==> src/rtl/counter_game_arbiter.sv <==
// counter_game_arbiter
//   Turn-based controller sharing one counter-game datapath between players
//   A and B. Round-robin arbitration grants a turn, loads that player's start
//   value, gates counting for at most TURN_CYCLES cycles, keeps saturating
//   per-player scores and reports the end of a match on GAMEOVER.
//
// Ports
//   clock, reset_n          rising-edge clock, asynchronous active-low reset
//   req[1:0]                turn requests (bit0 = A, bit1 = B), level
//   ctrl_a, ctrl_b          per-player 2-bit control codes
//   init_val_a, init_val_b  per-player counter start values
//   winner, loser           datapath WINNER / LOSER pulses
//   gameover, who           datapath GAMEOVER pulse and WHO code
//   grant[1:0]              one-hot turn owner, 00 when nobody plays
//   control                 owner's control code (combinational from grant)
//   initial_value, INIT     registered load value and one-cycle load strobe
//   count_en                datapath count enable
//   score_a, score_b        saturating player scores
//   match_done, match_who   one-cycle match-end pulse and captured WHO
module counter_game_arbiter #(
   parameter int COUNTER_SIZE = 4,
   parameter int TURN_CYCLES  = 8,
   parameter int SCORE_W      = 4
) (
   input  logic                    clock,
   input  logic                    reset_n,
   input  logic [1:0]              req,
   input  logic [1:0]              ctrl_a,
   input  logic [1:0]              ctrl_b,
   input  logic [COUNTER_SIZE-1:0] init_val_a,
   input  logic [COUNTER_SIZE-1:0] init_val_b,
   input  logic                    winner,
   input  logic                    loser,
   input  logic                    gameover,
   input  logic [1:0]              who,
   output logic [1:0]              grant,
   output logic [1:0]              control,
   output logic [COUNTER_SIZE-1:0] initial_value,
   output logic                    INIT,
   output logic                    count_en,
   output logic [SCORE_W-1:0]      score_a,
   output logic [SCORE_W-1:0]      score_b,
   output logic                    match_done,
   output logic [1:0]              match_who
);

   localparam int CNT_W = (TURN_CYCLES > 1) ? $clog2(TURN_CYCLES) : 1;
   localparam logic [CNT_W-1:0] LAST_CNT = CNT_W'(TURN_CYCLES - 1);

   typedef enum logic [1:0] {IDLE, LOAD, PLAY, SWITCH} state_t;

   state_t           state;
   logic             owner;       // 0 = A, 1 = B
   logic             last_owner;  // owner of the most recently completed turn
   logic [CNT_W-1:0] turn_cnt;
   logic             owner_req;
   logic             pick_b;
   logic             turn_over;

   function automatic logic [SCORE_W-1:0] sat_inc(input logic [SCORE_W-1:0] v);
      return (&v) ? v : v + SCORE_W'(1);
   endfunction

   assign owner_req = owner ? req[1] : req[0];
   // On a tie the player who did not play last goes next.
   assign pick_b    = (&req) ? ~last_owner : req[1];
   assign turn_over = winner | loser | (turn_cnt == LAST_CNT) | ~owner_req;

   always_comb begin
      control = 2'b00;
      case (grant)
         2'b01:   control = ctrl_a;
         2'b10:   control = ctrl_b;
         default: control = 2'b00;
      endcase
   end

   always_ff @(posedge clock or negedge reset_n) begin
      if (!reset_n) begin
         state         <= IDLE;
         owner         <= 1'b0;
         last_owner    <= 1'b1;
         turn_cnt      <= '0;
         grant         <= 2'b00;
         initial_value <= '0;
         INIT          <= 1'b0;
         count_en      <= 1'b0;
         score_a       <= '0;
         score_b       <= '0;
         match_done    <= 1'b0;
         match_who     <= 2'b00;
      end else begin
         match_done <= 1'b0;
         if (gameover) begin
            // Match end overrides everything; a turn in flight is abandoned
            // without updating last_owner or scoring a coincident winner.
            match_done <= 1'b1;
            match_who  <= who;
            score_a    <= '0;
            score_b    <= '0;
            state      <= IDLE;
            grant      <= 2'b00;
            INIT       <= 1'b0;
            count_en   <= 1'b0;
         end else begin
            case (state)
               IDLE: begin
                  grant    <= 2'b00;
                  count_en <= 1'b0;
                  if (|req) begin
                     owner         <= pick_b;
                     grant         <= pick_b ? 2'b10 : 2'b01;
                     initial_value <= pick_b ? init_val_b : init_val_a;
                     INIT          <= 1'b1;
                     state         <= LOAD;
                  end
               end
               LOAD: begin
                  INIT     <= 1'b0;
                  count_en <= 1'b1;
                  turn_cnt <= '0;
                  state    <= PLAY;
               end
               PLAY: begin
                  turn_cnt <= turn_cnt + CNT_W'(1);
                  // Loser beats winner: only the opponent scores.
                  if (loser) begin
                     if (owner) score_a <= sat_inc(score_a);
                     else       score_b <= sat_inc(score_b);
                  end else if (winner) begin
                     if (owner) score_b <= sat_inc(score_b);
                     else       score_a <= sat_inc(score_a);
                  end
                  if (turn_over) begin
                     state      <= SWITCH;
                     count_en   <= 1'b0;
                     grant      <= 2'b00;
                     last_owner <= owner;
                  end
               end
               SWITCH: begin
                  state <= IDLE;
               end
               default: begin
                  state <= IDLE;
               end
            endcase
         end
      end
   end

endmodule

==> config.mk <==
export PLATFORM = sky130hd
export DESIGN_NAME = counter_game_arbiter
export DESIGN_NICKNAME = d
export VERILOG_FILES = /design/src/rtl/counter_game_arbiter.sv
export SDC_FILE = /design/constraint.sdc
export NUM_CORES = 1
export LEC_CHECK = 0
export CORE_MARGIN = 2
export CORE_UTILIZATION = 48
export CTS_BUF_LIST = sky130_fd_sc_hd__clkbuf_4 sky130_fd_sc_hd__clkbuf_8 sky130_fd_sc_hd__clkbuf_16
export CTS_CLUSTER_SIZE = 14
export DETAILED_ROUTE_END_ITERATION = 10
export GPL_TIMING_DRIVEN = 0
export PLACE_DENSITY = 0.9
export SETUP_SLACK_MARGIN = 0.05
export SLEW_MARGIN = 20
export SYNTH_ARGS = -nofsm -noshare
export SYNTH_HDL_FRONTEND = slang
export SYNTH_SLANG_ARGS = --single-unit
==> constraint.sdc <==
create_clock -name clock -period 1.8 [get_ports clock]
set_input_delay 0.36 -clock clock [delete_from_list [all_inputs] [get_ports clock]]
set_output_delay 0.36 -clock clock [all_outputs]
set_load 0.05 [all_outputs]
==> results.tsv <==
stage	metric	value	unit
run_status	status	finished, final reports clean	
global_route	antenna_found_initial	0	
clock_tree	cts.htree.levels	1	
synth	synthArstFlopShare	100	%
critical_path	slowest_delay	0.44	ns
drt	drtIter0Drc	43	
critical_path	crit_top_cell	buf_6	
synth	yosys.cell_count.top_type	dfrtp_1	
clock_tree	root_buffer	clkbuf_4	
timing	setup_tns	0	ns
synth	synthSimpleGateAreaFrac	19.0	%
synth	synth_xor_area_share	0	%
timing	skew	0.00514	ns
layout	nNetsFinal	224	
global_route	grt.total_usage	22.5	%
power_and_ir_drop	p_switching	0.000873	W
critical_path	startpoint_type	register	
clock_tree	clk_path_buf_depth	2	
clock_tree	clock_latency	0.33	ns
synth	synthMuxAreaShare	14.5	%
global_route	overflow	0	
power_and_ir_drop	combPwrFrac	43.8	%
timing	fin_crit	1.78	ns
timing	hold_violations	0	
drt	routed_via_density	5.69	
drt	ant_nets	0	
clock_tree	clkSinkCount	26	
synth	synth_seq_cells	26	
worst_hold_path	hold_class	primary input to asynchronous set/reset pin	
timing	setup_viol	0	
critical_path	crit_buf_inv	2	
layout	final_layout_size_suffix_gt1_share	23.8	%
critical_path	critPathMaxFanout	3	
synth	yosys_most_used_dff	dfrtp_1	
die	io_pins	42	
clock_tree	hold_buffers	0	
timing	tightest_slew	0.589	ns
place	place_congestion	0.828	
synth	synth_top_area_share	40.2	%
clock_tree	clkTransAtPathRegs	0.15	ns
die	die_area	3720	um^2
synth	ys_warn_count	0	
die	fp.dieW	61.0	um
job	drv_cap	0	
critical_path	cp.required	1.44	ns
critical_path	cp.arrival	1.42	ns
critical_path	crit_slowest_cell	dfrtp_1	
layout	stdcell_area	2180	um^2
timing	rsz0062_at_grt	true	
power_and_ir_drop	switching_share	40.1	%
place	dp_cells	228	
critical_path	path_class	register to output pin	
power_and_ir_drop	peakVddDrop	0.000681	V
power_and_ir_drop	totalPowerFinal	0.00218	W
synth	netlist_top_cells_area	dfrtp_1 (40%), ha_1 (7.2%), mux2_1 (7.2%)	
drt	avgRoutedWirePerCell	16.7	um
global_route	grt_pass1_wl	6210	um
layout	finalNonFillerCells	237	
synth	synthCells	143	
place	io_buffers	41	
synth	synth_compound_area_share	13.7	%
critical_path	path_cells	buf_6 > ha_4 > a22oi_2 > nor2_2 > buf_6	
drt	post-route-drc-count	0	
synth	synth-seq-area-share	41.8	%
drt	wl	3970	um
die	rows	20	
timing	drv_slew	0	
synth	synth_common_cells	dfrtp_1 (25), nor2_1 (11), mux2_1 (10), ha_1 (9), nand2b_1 (9)	
synth	yosys.area.top_type	dfrtp_1	
drt	first_pass_iters	4	
power_and_ir_drop	clockPowerShare	19.0	%
synth	synth_top_family_by_area	simple AND/OR/NAND/NOR gates	
place	postPlaceCellArea	2020	um^2
synth	synth_cell_types	41	
critical_path	critPathTopFamily	flip-flops	
power_and_ir_drop	internal_power	0.00130	W
timing	worst_hold_slack	0.00332	ns
critical_path	endpoint_kind	output pin	
synth	synth-adder-area-share	7.23	%
die	core_area	3080	um^2
power_and_ir_drop	power_density	999	nW/um^2
layout	diodes	0	
synth	syn_area	1560	um^2
synth	syn-num-nets	173	
drt	vias	1349	
timing	max_freq	0.563	GHz
power_and_ir_drop	pwr-share-seq	37.2	%
clock_tree	cts_buffers	3	
layout	syn2layout_area_growth	39.8	%
timing	slew_headroom	60.8	%
synth	synth_edf_count	0	
clock_tree	tritoncts	done	
synth	syn_area_per_cell	10.9	um^2
die	die_height	61.0	um
place	hpwl	2770	um
die	start_util	50.6	%
global_route	grt_pass1_vias	1419	
global_route	grt_max_degree	27	
power_and_ir_drop	power_leakage	0.940	nW
timing	fin_crit_sh	98.8	%
-- state kept, by name, summed over array words and instances (netlist names), 2 cells and up --
register	cells
state	2
grant	2
score_b	4
score_a	4
turn_cnt	3
initial_value	4
match_who	2
-- cells by family (layout without fill, tap and decap cells) --
| group | after synthesis | count (layout) |
|---|---|---|
| flops | 26 | 26 |
| buf+inv | 13 | 63 |
| compound gates | 28 | 28 |
| simple gates | 47 | 47 |
| mux | 20 | 20 |
| fa+ha+maj | 9 | 9 |
-- power by group through the flow --
stage | registers [W] | clock network [W] | logic (W)
finish | 0.000809 | 0.000414 | 0.000953
global route | 0.000832 | 0.000434 | 0.00102
floorplan | 0.00105 | 0 | 0.000365
detailed placement | 0.000810 | 0 | 0.000925
CTS | 0.000797 | 0.000419 | 0.000921
global placement | 0.000800 | 0 | 0.000893
-- timing repair --
item / in CTS / in global routing
setup buffers: 2 / 3
resized for setup: 39 / 13
endpoints found under the setup margin: 28 / 18
endpoints found under the hold margin: 0 / 0
pin swaps: 1 / 7
-- placed cells by master, fill, tap and decap left out, drive strengths merged, types with 2 or more instances in the layout --
cell type | netlist | routed
clkbuf | 0 | 3
a2111oi | 2 | 2
o21ai | 4 | 4
a211oi | 3 | 3
dfrtp | 25 | 25
nand3 | 5 | 5
clkdlybuf4s50 | 0 | 19
nand2b | 9 | 9
nor3 | 2 | 2
buf | 4 | 12
a21boi | 2 | 2
nor2 | 11 | 11
a21o | 2 | 2
a32oi | 2 | 2
ha | 9 | 9
a21oi | 6 | 6
dlygate4sd2 | 0 | 17
inv | 9 | 9
nand2 | 7 | 7
nor2b | 4 | 4
nand3b | 2 | 2
mux2i | 3 | 3
a22oi | 3 | 3
clkdlybuf4s15 | 0 | 2
nor4b | 2 | 2
mux2 | 17 | 17
-- path summary, 6_finish.rpt --
check                      cells after the start          from  slack, ns      endpoint
setup reg to reg                               5   turn_cnt[1]       0.05      state[0]
hold reg to reg                                1  match_who[1]       0.52  match_who[1]
hold / removal                                 1       reset_n      0.003    score_a[2]
setup / recovery                               5      grant[1]       0.02    control[1]
max in group asynchronous                      1       reset_n       1.41    last_owner
min in group clock                             1  match_who[1]       0.52  match_who[1]
-- metal layers --
| metal | global-route usage, % | vias up | wire [um] |
|---|---|---|---|
| li1 | - | 616 | - |
| met1 | 23.6 | 663 | 1430 |
| met2 | 45.5 | 59 | 2190 |
| met3 | 3.41 | 11 | 253 |
| met4 | 6.21 | 0 | 87 |
| met5 | 0 | - | 0 |
-- area by class of cell --
type	instances	area (um^2)
multi-input combinational	104	931
fill	241	900
buffer	4	26.3
tap	44	55.1
inverter	9	33.8
clock buffer	3	22.5
sequential	26	652
clock inverter	1	30.0
timing repair buffer	46	428
-- through the flow --
stage / setup slack (ns) / utilization, %
finish: 0.0224 / 70.8
global route: -0.0262 / 70.8
CTS: 0.0389 / 68.4
detailed placement: -0.388 / 65.7
global placement: -0.340 / 65.9
floorplan: -0.0719 / -
(Power assumes the default switching activity.)
